File: config.mk
export PLATFORM = sky130hd
export DESIGN_NAME = bullet_launcher_flat
export DESIGN_NICKNAME = d
export VERILOG_FILES = /design/src/rtl/bullet_launcher_if.sv /design/src/rtl/bullet_launcher.sv /design/src/flat_wrapper.sv
export SDC_FILE = /design/constraint.sdc
export NUM_CORES = 1
export LEC_CHECK = 0
export ABC_AREA = 1
export CORE_MARGIN = 2
export CORE_UTILIZATION = 55
export CTS_BUF_LIST = sky130_fd_sc_hd__clkbuf_4
export CTS_CLUSTER_SIZE = 8
export DETAILED_ROUTE_END_ITERATION = 10
export HOLD_SLACK_MARGIN = 0.02
export PLACE_DENSITY = 0.89
export SYNTH_ARGS = -nofsm -noshare
export SYNTH_HDL_FRONTEND = slang
export SYNTH_SLANG_ARGS = --single-unit
File: constraint.sdc
create_clock -name clk -period 4.12 [get_ports clk]
set_input_delay 0.618 -clock clk [delete_from_list [all_inputs] [get_ports clk]]
set_output_delay 0.618 -clock clk [all_outputs]
set_load 0.02 [all_outputs]
File: src/rtl/bullet_launcher_if.sv
// Bundle of the bullet launcher's control inputs and bullet/status outputs.
// master drives the player/frame side, slave is the launcher itself.
interface bullet_launcher_if;
   logic        startOfFrame;
   logic        fireKey;
   logic        pause;
   logic        restart_loc;
   logic [10:0] playerX;
   logic [10:0] playerY;
   logic [10:0] enemyTopY;
   logic [2:0]  enemyHit;
   logic [10:0] bulletX;
   logic [10:0] bulletY;
   logic        bulletActive;
   logic [2:0]  shotCollision;
   logic        dodgeBullet;
   logic [1:0]  dbg_state;   // launcher FSM state: 0 READY, 1 FLYING, 2 COOLDOWN

   modport master (
      output startOfFrame, fireKey, pause, restart_loc,
      output playerX, playerY, enemyTopY, enemyHit,
      input  bulletX, bulletY, bulletActive, shotCollision, dodgeBullet, dbg_state
   );

   modport slave (
      input  startOfFrame, fireKey, pause, restart_loc,
      input  playerX, playerY, enemyTopY, enemyHit,
      output bulletX, bulletY, bulletActive, shotCollision, dodgeBullet, dbg_state
   );
endinterface

File: src/rtl/bullet_launcher.sv
// Single-bullet launcher: spawns a bullet above the player on a fire edge,
// moves it up once per frame, reports the first enemy it hits, raises a dodge
// warning near the enemy row and enforces a frame-counted cooldown.
// Inputs are levels sampled every clock; there is no valid/ready handshake:
// fire is the rising edge of fireKey, shotCollision is a one-cycle pulse.
module bullet_launcher #(
   parameter int X_OFFSET        = 14,
   parameter int Y_OFFSET        = 8,
   parameter int BULLET_SPEED    = 4,
   parameter int DODGE_WINDOW    = 40,
   parameter int COOLDOWN_FRAMES = 10
) (
   input  logic                     clk,
   input  logic                     reset,
   bullet_launcher_if.slave         bus
);

   typedef enum logic [1:0] {
      READY    = 2'd0,
      FLYING   = 2'd1,
      COOLDOWN = 2'd2
   } state_t;

   localparam logic [10:0] X_OFF   = 11'(X_OFFSET);
   localparam logic [10:0] Y_OFF   = 11'(Y_OFFSET);
   localparam logic [10:0] SPEED   = 11'(BULLET_SPEED);
   localparam logic [10:0] DODGE_W = 11'(DODGE_WINDOW);
   localparam logic [3:0]  CNT_END = 4'(COOLDOWN_FRAMES - 1);

   state_t      state_q, state_d;
   logic [10:0] bullet_x_q, bullet_x_d;
   logic [10:0] bullet_y_q, bullet_y_d;
   logic [3:0]  cnt_q, cnt_d;
   logic [2:0]  shot_q, shot_d;
   logic        dodge_q, dodge_d;
   logic        fire_key_q;

   logic        fire;
   logic        tick;
   logic [2:0]  hit_first;
   logic [10:0] dodge_diff;

   // Rising edge of the fire key; edges seen while paused are dropped.
   assign fire = bus.fireKey & ~fire_key_q & ~bus.pause;
   assign tick = bus.startOfFrame & ~bus.pause;

   // Only the lowest-index enemy is reported when several overlap the bullet.
   assign hit_first = bus.enemyHit[0] ? 3'b001 :
                      bus.enemyHit[1] ? 3'b010 :
                      bus.enemyHit[2] ? 3'b100 : 3'b000;

   assign dodge_diff = bullet_y_q - bus.enemyTopY;

   // Next-state, bullet motion, hit report and cooldown counting.
   always_comb begin
      state_d    = state_q;
      bullet_x_d = bullet_x_q;
      bullet_y_d = bullet_y_q;
      cnt_d      = cnt_q;
      shot_d     = 3'b000;
      dodge_d    = 1'b0;
      unique case (state_q)
         READY: begin
            if (fire) begin
               state_d    = FLYING;
               bullet_x_d = bus.playerX + X_OFF;
               bullet_y_d = (bus.playerY < Y_OFF) ? 11'd0 : bus.playerY - Y_OFF;
            end
         end
         FLYING: begin
            if (!bus.pause && hit_first != 3'b000) begin
               // A hit wins over a simultaneous top exit.
               state_d    = COOLDOWN;
               shot_d     = hit_first;
               bullet_x_d = 11'd0;
               bullet_y_d = 11'd0;
               cnt_d      = 4'd0;
            end else if (tick) begin
               if (bullet_y_q < SPEED) begin
                  // Leaving the top of the screen; never let Y wrap.
                  state_d    = COOLDOWN;
                  bullet_x_d = 11'd0;
                  bullet_y_d = 11'd0;
                  cnt_d      = 4'd0;
               end else begin
                  bullet_y_d = bullet_y_q - SPEED;
               end
            end
            // Warning is judged on the current position; dropped if the
            // bullet is leaving flight this cycle so it is never seen outside FLYING.
            dodge_d = !bus.pause && (state_d == FLYING) &&
                      (bullet_y_q >= bus.enemyTopY) && (dodge_diff <= DODGE_W);
         end
         COOLDOWN: begin
            if (tick) begin
               if (cnt_q == CNT_END) begin
                  state_d = READY;
                  cnt_d   = 4'd0;
               end else begin
                  cnt_d = cnt_q + 4'd1;
               end
            end
         end
         default: begin
            state_d = READY;
         end
      endcase
   end

   // State and output registers; reset and level restart behave identically.
   always_ff @(posedge clk) begin
      if (reset || bus.restart_loc) begin
         state_q    <= READY;
         bullet_x_q <= 11'd0;
         bullet_y_q <= 11'd0;
         cnt_q      <= 4'd0;
         shot_q     <= 3'b000;
         dodge_q    <= 1'b0;
         fire_key_q <= 1'b1;
      end else begin
         state_q    <= state_d;
         bullet_x_q <= bullet_x_d;
         bullet_y_q <= bullet_y_d;
         cnt_q      <= cnt_d;
         shot_q     <= shot_d;
         dodge_q    <= dodge_d;
         fire_key_q <= bus.fireKey;
      end
   end

   assign bus.bulletX       = bullet_x_q;
   assign bus.bulletY       = bullet_y_q;
   assign bus.bulletActive  = (state_q == FLYING);
   assign bus.shotCollision = shot_q;
   assign bus.dodgeBullet   = dodge_q;
   assign bus.dbg_state     = state_q;

endmodule

File: src/flat_wrapper.sv
// flat-port wrapper written by rule: the top's interface ports become plain ports
module bullet_launcher_flat 
#(
   parameter int X_OFFSET        = 14,
   parameter int Y_OFFSET        = 8,
   parameter int BULLET_SPEED    = 4,
   parameter int DODGE_WINDOW    = 40,
   parameter int COOLDOWN_FRAMES = 10
)
  (clk, reset, bus_startOfFrame, bus_fireKey, bus_pause, bus_restart_loc, bus_playerX, bus_playerY, bus_enemyTopY, bus_enemyHit, bus_bulletX, bus_bulletY, bus_bulletActive, bus_shotCollision, bus_dodgeBullet, bus_dbg_state);
  bullet_launcher_if bus_i ();
  input  logic clk;
  input  logic reset;
  input wire logic [$bits(bus_i.startOfFrame)-1:0] bus_startOfFrame;
  input wire logic [$bits(bus_i.fireKey)-1:0] bus_fireKey;
  input wire logic [$bits(bus_i.pause)-1:0] bus_pause;
  input wire logic [$bits(bus_i.restart_loc)-1:0] bus_restart_loc;
  input wire logic [$bits(bus_i.playerX)-1:0] bus_playerX;
  input wire logic [$bits(bus_i.playerY)-1:0] bus_playerY;
  input wire logic [$bits(bus_i.enemyTopY)-1:0] bus_enemyTopY;
  input wire logic [$bits(bus_i.enemyHit)-1:0] bus_enemyHit;
  output wire logic [$bits(bus_i.bulletX)-1:0] bus_bulletX;
  output wire logic [$bits(bus_i.bulletY)-1:0] bus_bulletY;
  output wire logic [$bits(bus_i.bulletActive)-1:0] bus_bulletActive;
  output wire logic [$bits(bus_i.shotCollision)-1:0] bus_shotCollision;
  output wire logic [$bits(bus_i.dodgeBullet)-1:0] bus_dodgeBullet;
  output wire logic [$bits(bus_i.dbg_state)-1:0] bus_dbg_state;
  assign bus_i.startOfFrame = bus_startOfFrame;
  assign bus_i.fireKey = bus_fireKey;
  assign bus_i.pause = bus_pause;
  assign bus_i.restart_loc = bus_restart_loc;
  assign bus_i.playerX = bus_playerX;
  assign bus_i.playerY = bus_playerY;
  assign bus_i.enemyTopY = bus_enemyTopY;
  assign bus_i.enemyHit = bus_enemyHit;
  assign bus_bulletX = bus_i.bulletX;
  assign bus_bulletY = bus_i.bulletY;
  assign bus_bulletActive = bus_i.bulletActive;
  assign bus_shotCollision = bus_i.shotCollision;
  assign bus_dodgeBullet = bus_i.dodgeBullet;
  assign bus_dbg_state = bus_i.dbg_state;
  bullet_launcher #(.X_OFFSET(X_OFFSET), .Y_OFFSET(Y_OFFSET), .BULLET_SPEED(BULLET_SPEED), .DODGE_WINDOW(DODGE_WINDOW), .COOLDOWN_FRAMES(COOLDOWN_FRAMES)) u_core (.clk(clk), .reset(reset), .bus(bus_i));
endmodule
# [Word level (Yosys, flattened, before mapping)]
# Cells that the tools add are included.
[totals] regBits=33 wordCells=76 out_inout_bits=29 input_bits=42
[classes] reduce_logical=16 n_addsub=5 n_eq_ne=9 mux=28 n_bitwise=7 order_cmp=4
[op_table] cell="2-to-1 mux 11 bit" n=9
[op_table] cell="one-hot mux 11 bit (2 select lines)" n=2
[op_table] cell="2-to-1 mux 4 bit" n=5
[op_table] cell="2-to-1 mux 2 bit" n=7
[op_table] cell="adder 11 x 4 -> 11 bit, second input constant" n=1
[op_table] cell=">= comparator 11 bit" n=1
[op_table] cell="less-or-equal comparator 11 x 6 -> 1 bit, second input constant" n=1
[op_table] cell="< comparator 11 x 3 -> 1 bit, second input constant" n=1
[op_table] cell="< comparator 11 x 4 -> 1 bit, second input constant" n=1
[op_table] cell="subtractor 11 bit" n=1
[op_table] cell="subtractor 11 x 3 -> 11 bit, second input constant" n=1
[op_table] cell="subtractor 11 x 4 -> 11 bit, second input constant" n=1
[op_table] cell="2-to-1 mux 3 bit" n=3
[op_table] cell="one-hot mux 4 bit (2 select lines)" n=1
[op_table] cell="AND reduction 4 bit" n=2
[op_table] cell="inequality test 2 x 1 -> 1 bit, second input constant" n=3
[op_table] cell="inequality test 3 x 1 -> 1 bit, second input constant" n=2
[op_table] cell="one-hot mux 2 bit (3 select lines)" n=1
[op_table] cell="AND reduction 3 bit" n=2
[op_table] cell="adder 4 x 1 -> 4 bit, second input constant" n=1
[op_table] cell="equality test 2 x 1 -> 1 bit, second input constant" n=2
[op_table] cell="equality test 4 bit, second input constant" n=1
[op_table] cell="logical AND 1 bit" n=4
[op_table] cell="inverter 1 bit" n=4
[op_table] cell="9 further kinds" n=12

# [Logic depth before layout (Yosys ltp)]
# Gate-level depths: netlist of the first run.
[depth] word_depth=11 depth_mapped=14

# [Least setup slack after synthesis of the first run]
# Ideal clock, no wire load.
[synth_path] path_type="input-to-reg" start="input port bus_enemyTopY[2]" end="register u_core.dodge_q, in the netlist u_core.bus.dodgeBullet" setup_time_ps=111 path_stages=10 path_slack_ps=2300 required_time_ps=4009 n_path_buf=0 arrival_time_ps=1709 cell_sequence="inv_1 > ha_1 > nand2_1 > inv_1 > nand3_1 > nand2_1 > a21oi_1 > or2_2 > nand3_1 > nor2_1"
[synth_between] elab_chain_len=3 elab_cells_between_ends=5 cone_classes="1 x add/sub; 2 x order compare; 2 x reduce/logical"
[synth_lines] element="start, declared" line_no="flat_wrapper.sv:20" text="input wire logic [$bits(bus_i.enemyTopY)-1:0] bus_enemyTopY;"
[synth_lines] element="subtractor 11 bit or >= comparator 11 bit (tied branches)" line_no="bullet_launcher.sv:52, bullet_launcher.sv:92"
[synth_lines] element="less-or-equal comparator 11 x 6 -> 1 bit or logical AND 1 bit (tied branches)" line_no="bullet_launcher.sv:92, bullet_launcher.sv:91"
[synth_lines] element="logical AND 1 bit (*)" line_no="bullet_launcher.sv:92" text="(bullet_y_q >= bus.enemyTopY) && (dodge_diff <= DODGE_W);"
[synth_lines] element="end signal, assigned" line_no="bullet_launcher.sv:126" text="dodge_q <= dodge_d;"
[synth_lines] element="end, declared" line_no="bullet_launcher.sv:35" text="logic dodge_q, dodge_d;"
# Mark *: on every way between the ends. The rest lies on a longest branch, timed or not.
# A chain may end at the register's enable or synchronous reset.

# [Worst setup path in the final report of the first run]
[layout_path] start="register u_core.state_q[1], in the netlist u_core.bus.dbg_state[1]" end="output port bus_bulletActive"
[layout_between] elab_chain_len=1
[layout_lines] element="start, declared" line_no="bullet_launcher.sv:30" text="state_t state_q, state_d;"
[layout_lines] element="start signal, assigned" line_no="bullet_launcher.sv:121" text="state_q <= state_d;"
[layout_lines] element="equality test 2 x 1 -> 1 bit" line_no="bullet_launcher.sv:133" text="assign bus.bulletActive = (state_q == FLYING);"
[layout_lines] element="end, declared" line_no="flat_wrapper.sv:24" text="output wire logic [$bits(bus_i.bulletActive)-1:0] bus_bulletActive;"
# Every way passes these cells.

==> results of run 1 <==
-- Yosys cell counts (all sizes together) (2+ instances only) --
| cell | instances |
|---|---|
| a21oi | 35 |
| nand3 | 39 |
| ha | 16 |
| xor2 | 9 |
| o21ai | 25 |
| nand3b | 2 |
| inv | 88 |
| buf | 2 |
| clkbuf | 2 |
| dfxtp | 33 |
| or2 | 4 |
| nand4 | 4 |
| nor3 | 3 |
| xnor2 | 5 |
| nor2 | 51 |
| nand2 | 114 |
-- how the worst max path moves through the flow --
stage,start,end,slack [ns],cells after the start
2_1_floorplan,bus_enemyTopY[2],u_core.bus.dodgeBullet,2.30,10
3_3_place_gp,reset,u_core.bus.dodgeBullet,1.68,10
3_5_place_dp,reset,u_core.bus.dodgeBullet,1.61,10
4_1_cts,u_core.bus.dbg_state[1],bus_bulletActive,1.83,4
5_1_grt,reset,u_core.bus.dodgeBullet,1.62,10
6_report,u_core.bus.dbg_state[1],bus_bulletActive,1.82,4
-- critical path, cell delays in order, from the launching register on --
cell and delay [ns]:
dfxtp_1 0.38, inv_2 0.10, nand2_4 0.08, inv_4 0.15, clkdlybuf4s50_1 0.63
-- state kept, by name, indices dropped and copies added (netlist names) --
name	flops
u_core.bus.shotCollision	3
u_core.cnt_q	4
u_core.fire_key_q	1
u_core.bus.dbg_state	2
u_core.bus.bulletX	11
u_core.bus.dodgeBullet	1
u_core.bus.bulletY	11
-- cell families (layout without fill, tap and decap cells) --
logic type | count (synthesis) | count (layout) | share of synthesized area
simple gates | 218 | 218 | 0.369
buf+inv | 92 | 166 | 0.136
compound gates | 66 | 66 | 0.137
flops | 33 | 33 | 0.240
fa+ha+maj | 16 | 16 | 0.0728
xor+xnor | 14 | 14 | 0.0446
-- layer usage --
layer,share of wire,global-route usage
met1,0.43,0.339
met5,0,0
met2,0.48,0.488
met3,0.070,0.0455
met4,0.017,0.0615
-- stage by stage --
| step | setup WS (ns) | total power, mW |
|---|---|---|
| global route | 1.62 | 0.705 |
| floorplan | 2.30 | 0.429 |
| CTS | 1.83 | 0.672 |
| detailed placement | 1.61 | 0.496 |
| finish | 1.82 | 0.672 |
| global placement | 1.68 | 0.491 |
-- final cells by class --
type	count	area, um^2	share of cell area
repair buffers	70	701	0.198
multi-input cells	314	1720	0.484
clock inverters	3	12.5	0.00353
flip-flops and latches	33	661	0.186
clock buffers	5	37.5	0.0106
well taps	67	83.8	0.0236
inverters	88	335	0.0946
-- report_power, final --
| part | internal [mW] | leakage (nW) | switching, mW | total (mW) |
|---|---|---|---|---|
| Clock | 0.0618 | 0.0300 | 0.119 | 0.181 |
| Sequential | 0.322 | 0.266 | 0.00339 | 0.326 |
| Combinational | 0.0773 | 1.40 | 0.0883 | 0.166 |
| Total | 0.461 | 1.70 | 0.211 | 0.672 |
==> impl_results.md, run 1 <==
- Status: complete, no violations
- Placed inst area: 3500 um^2
- Diode count: 0
- Total CTS buffers: 5
- Critical path peak fanout: 9
- Period utilization: 0.557
- Post-synth top flop: dfxtp_1
- Commonest non-fill, non-tap cell in the layout: nand2_1
- Placed Cells: 572
- DP Wirelength: 5640 um
- First-pass GRT wire length: 12,100 um
- Initial core utilization: 0.575
- Gr usage total: 0.271
- Reg clk slew, reported paths: 0.12 ns
- Hold Fails Final Rpt: 0
- Mapped Cells: 439
- Vias: 3,048
- Remaining Overflow, GRT: 0
- Final Non-Filler Cells: 580
- Rel. slew slack: 0.490
- Post-synth cell types: 38
- Layout Skew: 0.0180 ns
- Hold-fix buffers, CTS: 0
- Seq/Total Area, Yosys: 0.240
- Post-CTS setup buffer count: 0
- Setup TNS: 0 ns
- Final setup violation count: 0
- Worst reg-to-reg setup slack: 2.31 ns
- Worst Min Path Start: u_core.bus.bulletX[0]
- Top cell type's share of synthesized area: 0.240
- CTS tree: built
- Fmax: 436 MHz
- Die width: 74.7 um
- Critical R2R Launch: u_core.bus.bulletY[5]
- Global placer's final weighted congestion: 0.938
- Syn avg cell area: 6.26 um^2
- Antenna Violating Nets Remaining: 0
- Final min period: 2.30 ns
- Largest net degree at the start of global routing: 21
- Reg2reg end: u_core.bus.dodgeBullet
- # nets final: 570
- Critical Path AT: 1.68 ns
- Clock tree sinks: 33
- Htree depth: 2
- Die area: 5580 um^2
- Largest cells by area after synthesis: dfxtp_1, nand2_1, inv_1, ha_1, nand3_1
- Hold path cells: 2
- Cell Rows: 25
- Final slew viol count: 0
- Cell depth of the worst flop-to-flop path: 9
- Number of global-route vias before repair: 2,854
- Die height: 74.7 um
- DR DRC count: 0
- Clock Latency Late Sink: 0.34 ns
- Initial antenna violation count: 0
- Port Buffers: 70
- CP endpoint kind: primary output
- Initial drt markers: 181
- Most frequent cells in the layout: nand2_1, inv_1, clkdlybuf4s50_1
- Pleak: 1.70 nW
- Core box area: 4790 um^2
- Detailed-router iteration count before antenna repair: 5
- CP Class: flop to primary output
- Vias/cell: 5.26
- Worst hold endpoint: u_core.bus.bulletX[0]
- Syn Std Cell Area: 2750 um^2
- CTS root buf: clkbuf_4
- Ports: 71
- Maximum vdd ir drop: 0.124 mV
- Fraction of final layout cells sized beyond drive strength 1: 0.0838
- Worst path required time: 3.50 ns
- Synthesis-stage register bit count: 33
- Clk buf depth: 2
- Finished Cell Area: 3550 um^2
- Post-CTS resize count: 0
- WL per Instance: 12.3 um
- Post-synth EDFFs: 0
- Area leader, netlist: dfxtp_1
- Area Growth Syn to Fin: 28.9%
- Syn_nets: 497
- Unrepaired setup endpoints after global routing: false
- Fin util: 0.741
- Slew @ Worst Pin: 0.763 ns
- Max-cap violations: 0
- Hold crit path type: flop to flop
- Final hold slack: 0.484 ns
- Worst setup SP type: flop
- Total wire length: 7150 um
- Filler cell count: 397
- Syn. warnings: 0
- Post-synth ARST share: 0
- Power Dens Cells: 190 nW/um^2
(Power assumes the default switching activity.)
==> run 2: changes to the inputs <==
- CORE_UTILIZATION: 55 -> 51
- PLACE_DENSITY: 0.89 -> 0.83
- clock period: 4.12 -> 2.2 ns (I/O delays scaled with it)
==> run 2 against run 1 <==
Total power rose by 88%. Clock-buffer cell count did not move. Flip-flop and latch count did not move. Die area rose by 7.4%. Cell area rose by 0.88%. Cell count rose by 1.0%. Sequential share of layout area fell by 0.16 points. Critical path type unchanged. Hold slack got worse by 0.0091 ns. Sequential power rose by 87%. Critical path depth fell by 1. Routed wire length fell by 5.1%.
==> impl_results.md, run 2 (same netlist as run 1, synthesis figures left out) <==
- Setup ws final: 0.207 ns (-1.62 ns)
- Slew @ Worst Pin: 0.308 ns (-0.455 ns)
- Worst path required time: 1.87 ns (-1.63 ns)
- WL per Instance: 11.6 um (-6.1%)
- Remaining Overflow, GRT: 0 (unchanged)
- Fmax: 502 MHz
- Net Sw Power: 392 uW (+86%)
- Core box area: 5140 um^2 (+7.4%)
- Int Power: 872 uW (+89%)
- Area Growth Syn to Fin: 30.1%
- Final min period: 1.99 ns
- Hold Fails Final Rpt: 0 (unchanged)
- Rel. slew slack: 0.795 (+0.305)
- Pleak: 1.71 nW (+0.89%)
- Cell Rows: 26 (+4.0%)
- Commonest non-fill, non-tap cell in the layout: nand2_1
- Antenna Violating Nets Remaining: 0 (unchanged)
- Detailed-router iteration count before antenna repair: 7 (+2)
- Hold crit path type: flop to flop
- CP endpoint kind: primary output
- Comb power frac: 0.245 (about the same)
- Post-CTS setup buffer count: 0 (unchanged)
- Die height: 77.4 um (+3.6%)
- DP Wirelength: 5490 um (-2.7%)
- Post-CTS resize count: 0 (unchanged)
- Switching share of power: 0.310 (-0.00362)
- Final Non-Filler Cells: 586 (+1.0%)
- Ports: 71 (unchanged)
- Clock tree sinks: 33 (unchanged)
- Hold-fix buffers, CTS: 0 (unchanged)
- Fin util: 0.696 (-0.0450)
- Largest net degree at the start of global routing: 20 (-4.8%)
- Power Dens Cells: 353 nW/um^2 (+86%)
- Reg clk slew, reported paths: 0.12 ns (about the same)
- Final slew viol count: 0 (unchanged)
- Reg power frac: 0.482 (-0.002)
- Total wire length: 6780 um (-5.1%)
- CP Class: flop to primary output
- Worst setup SP type: flop
- Vias/cell: 5.07 (-3.6%)
- Most frequent cells in the layout: nand2_1, inv_1, clkdlybuf4s50_1
- Unrepaired setup endpoints after global routing: false
- Layout Skew: 0.0123 ns (-0.00577 ns)
- Placed Cells: 578 (+1.0%)
- CTS tree: built
- Period utilization: 0.906
- DR DRC count: 0 (unchanged)
- Critical Path AT: 1.66 ns (-0.02 ns)
- Filler cell count: 468 (+18%)
- Htree depth: 2 (unchanged)
- Clk buf depth: 2 (unchanged)
- Total CTS buffers: 5 (unchanged)
- Global placer's final weighted congestion: 0.853 (-9.1%)
- Crit-path max cell delay: 0.62 ns (about the same)
- Setup TNS: 0 ns (unchanged)
- Die area: 6000 um^2 (+7.4%)
- Number of global-route vias before repair: 2,727 (-4.4%)
- Diode count: 0 (unchanged)
- Initial antenna violation count: 0 (unchanged)
- Hold path cells: 2 (unchanged)
- Initial drt markers: 141 (-22%)
- Fraction of final layout cells sized beyond drive strength 1: 0.0930 (+0.00920)
- Crit path cell chain: nand2_4 > inv_4 > clkdlybuf4s50_1
- Initial core utilization: 0.535 (-0.0396)
- Max-cap violations: 0 (unchanged)
- Clock Latency Late Sink: 0.35 ns (about the same)
- Final setup violation count: 0 (unchanged)
- Gr usage total: 0.231 (-0.0399)
- Maximum vdd ir drop: 0.237 mV (+91%)
- Vias: 2,970 (-2.6%)
- Port Buffers: 70 (unchanged)
- Die width: 77.4 um (+3.6%)
- # nets final: 573 (+0.53%)
- Critical path peak fanout: 9 (unchanged)
- Cell depth of the worst flop-to-flop path: 9 (unchanged)
- CTS root buf: clkbuf_4
- First-pass GRT wire length: 11,500 um (-4.7%)
- Status: complete, no violations
- Clock group share of total power: 0.273 (+0.004)
- CP max stage cell: clkdlybuf4s50_1
- Place WS: 0.0860 ns (-1.52 ns)
## run 2: cell types whose count changed in the layout (fill, tap and decap cells not counted), sizes merged
cell | previous run | this run
buf | 0 | 3
clkinv | 3 | 2
clkinvlp | 0 | 1
## run 2: area by class of cell
cell class	instances	area [um^2]	share of cell area
multi-input combinational	314	1720	0.480
timing repair buffer	73	723	0.202
sequential	33	661	0.185
inverter	88	335	0.0937
tap	70	87.6	0.0245
clock buffer	5	37.5	0.0105
clock inverter	3	17.5	0.00490
## run 2: worst max-delay path, delay by kind of cell, from the launching register on
kind	cells	cell delay (ns)
simple gates	1	0.11
buf+inv	2	0.76
flops	1	0.43
## run 2: power by group through the flow
stage / Sequential [mW] / Combinational [mW] / Clock, mW
3_3_place_gp: 0.623 / 0.304 / 0
5_1_grt: 0.610 / 0.346 / 0.382
3_5_place_dp: 0.623 / 0.308 / 0
6_report: 0.609 / 0.310 / 0.345
2_1_floorplan: 0.628 / 0.175 / 0
4_1_cts: 0.609 / 0.309 / 0.354
## run 2: metrics by stage
step / power (mW) / hold slack, ns / area, um^2
3_3_place_gp: 0.926 / 0.460 / 3520
3_5_place_dp: 0.931 / 0.460 / 3520
6_report: 1.26 / 0.475 / 3580
5_1_grt: 1.34 / 0.502 / 3580
2_1_floorplan: 0.803 / 0.408 / 2750
4_1_cts: 1.27 / 0.479 / 3580
## run 2: final timing paths
kind / end / slack [ns] / from
setup reg to reg: u_core.bus.dodgeBullet / 0.44 / u_core.bus.bulletY[5]
setup / recovery: bus_bulletActive / 0.21 / u_core.bus.dbg_state[0]
hold reg to reg: u_core.bus.bulletX[10] / 0.47 / u_core.bus.bulletX[10]
hold / removal: u_core.bus.bulletX[10] / 0.47 / u_core.bus.bulletX[10]
## run 2: metal layers
layer | global-route usage | routed length (um) | vias to the layer above
met2 | 0.410 | 3310 | 96
met3 | 0.0581 | 432 | 7
met4 | 0.0679 | 80 | 0
met1 | 0.273 | 2960 | 1335
met5 | 0 | 0 | -
li1 | - | - | 1532
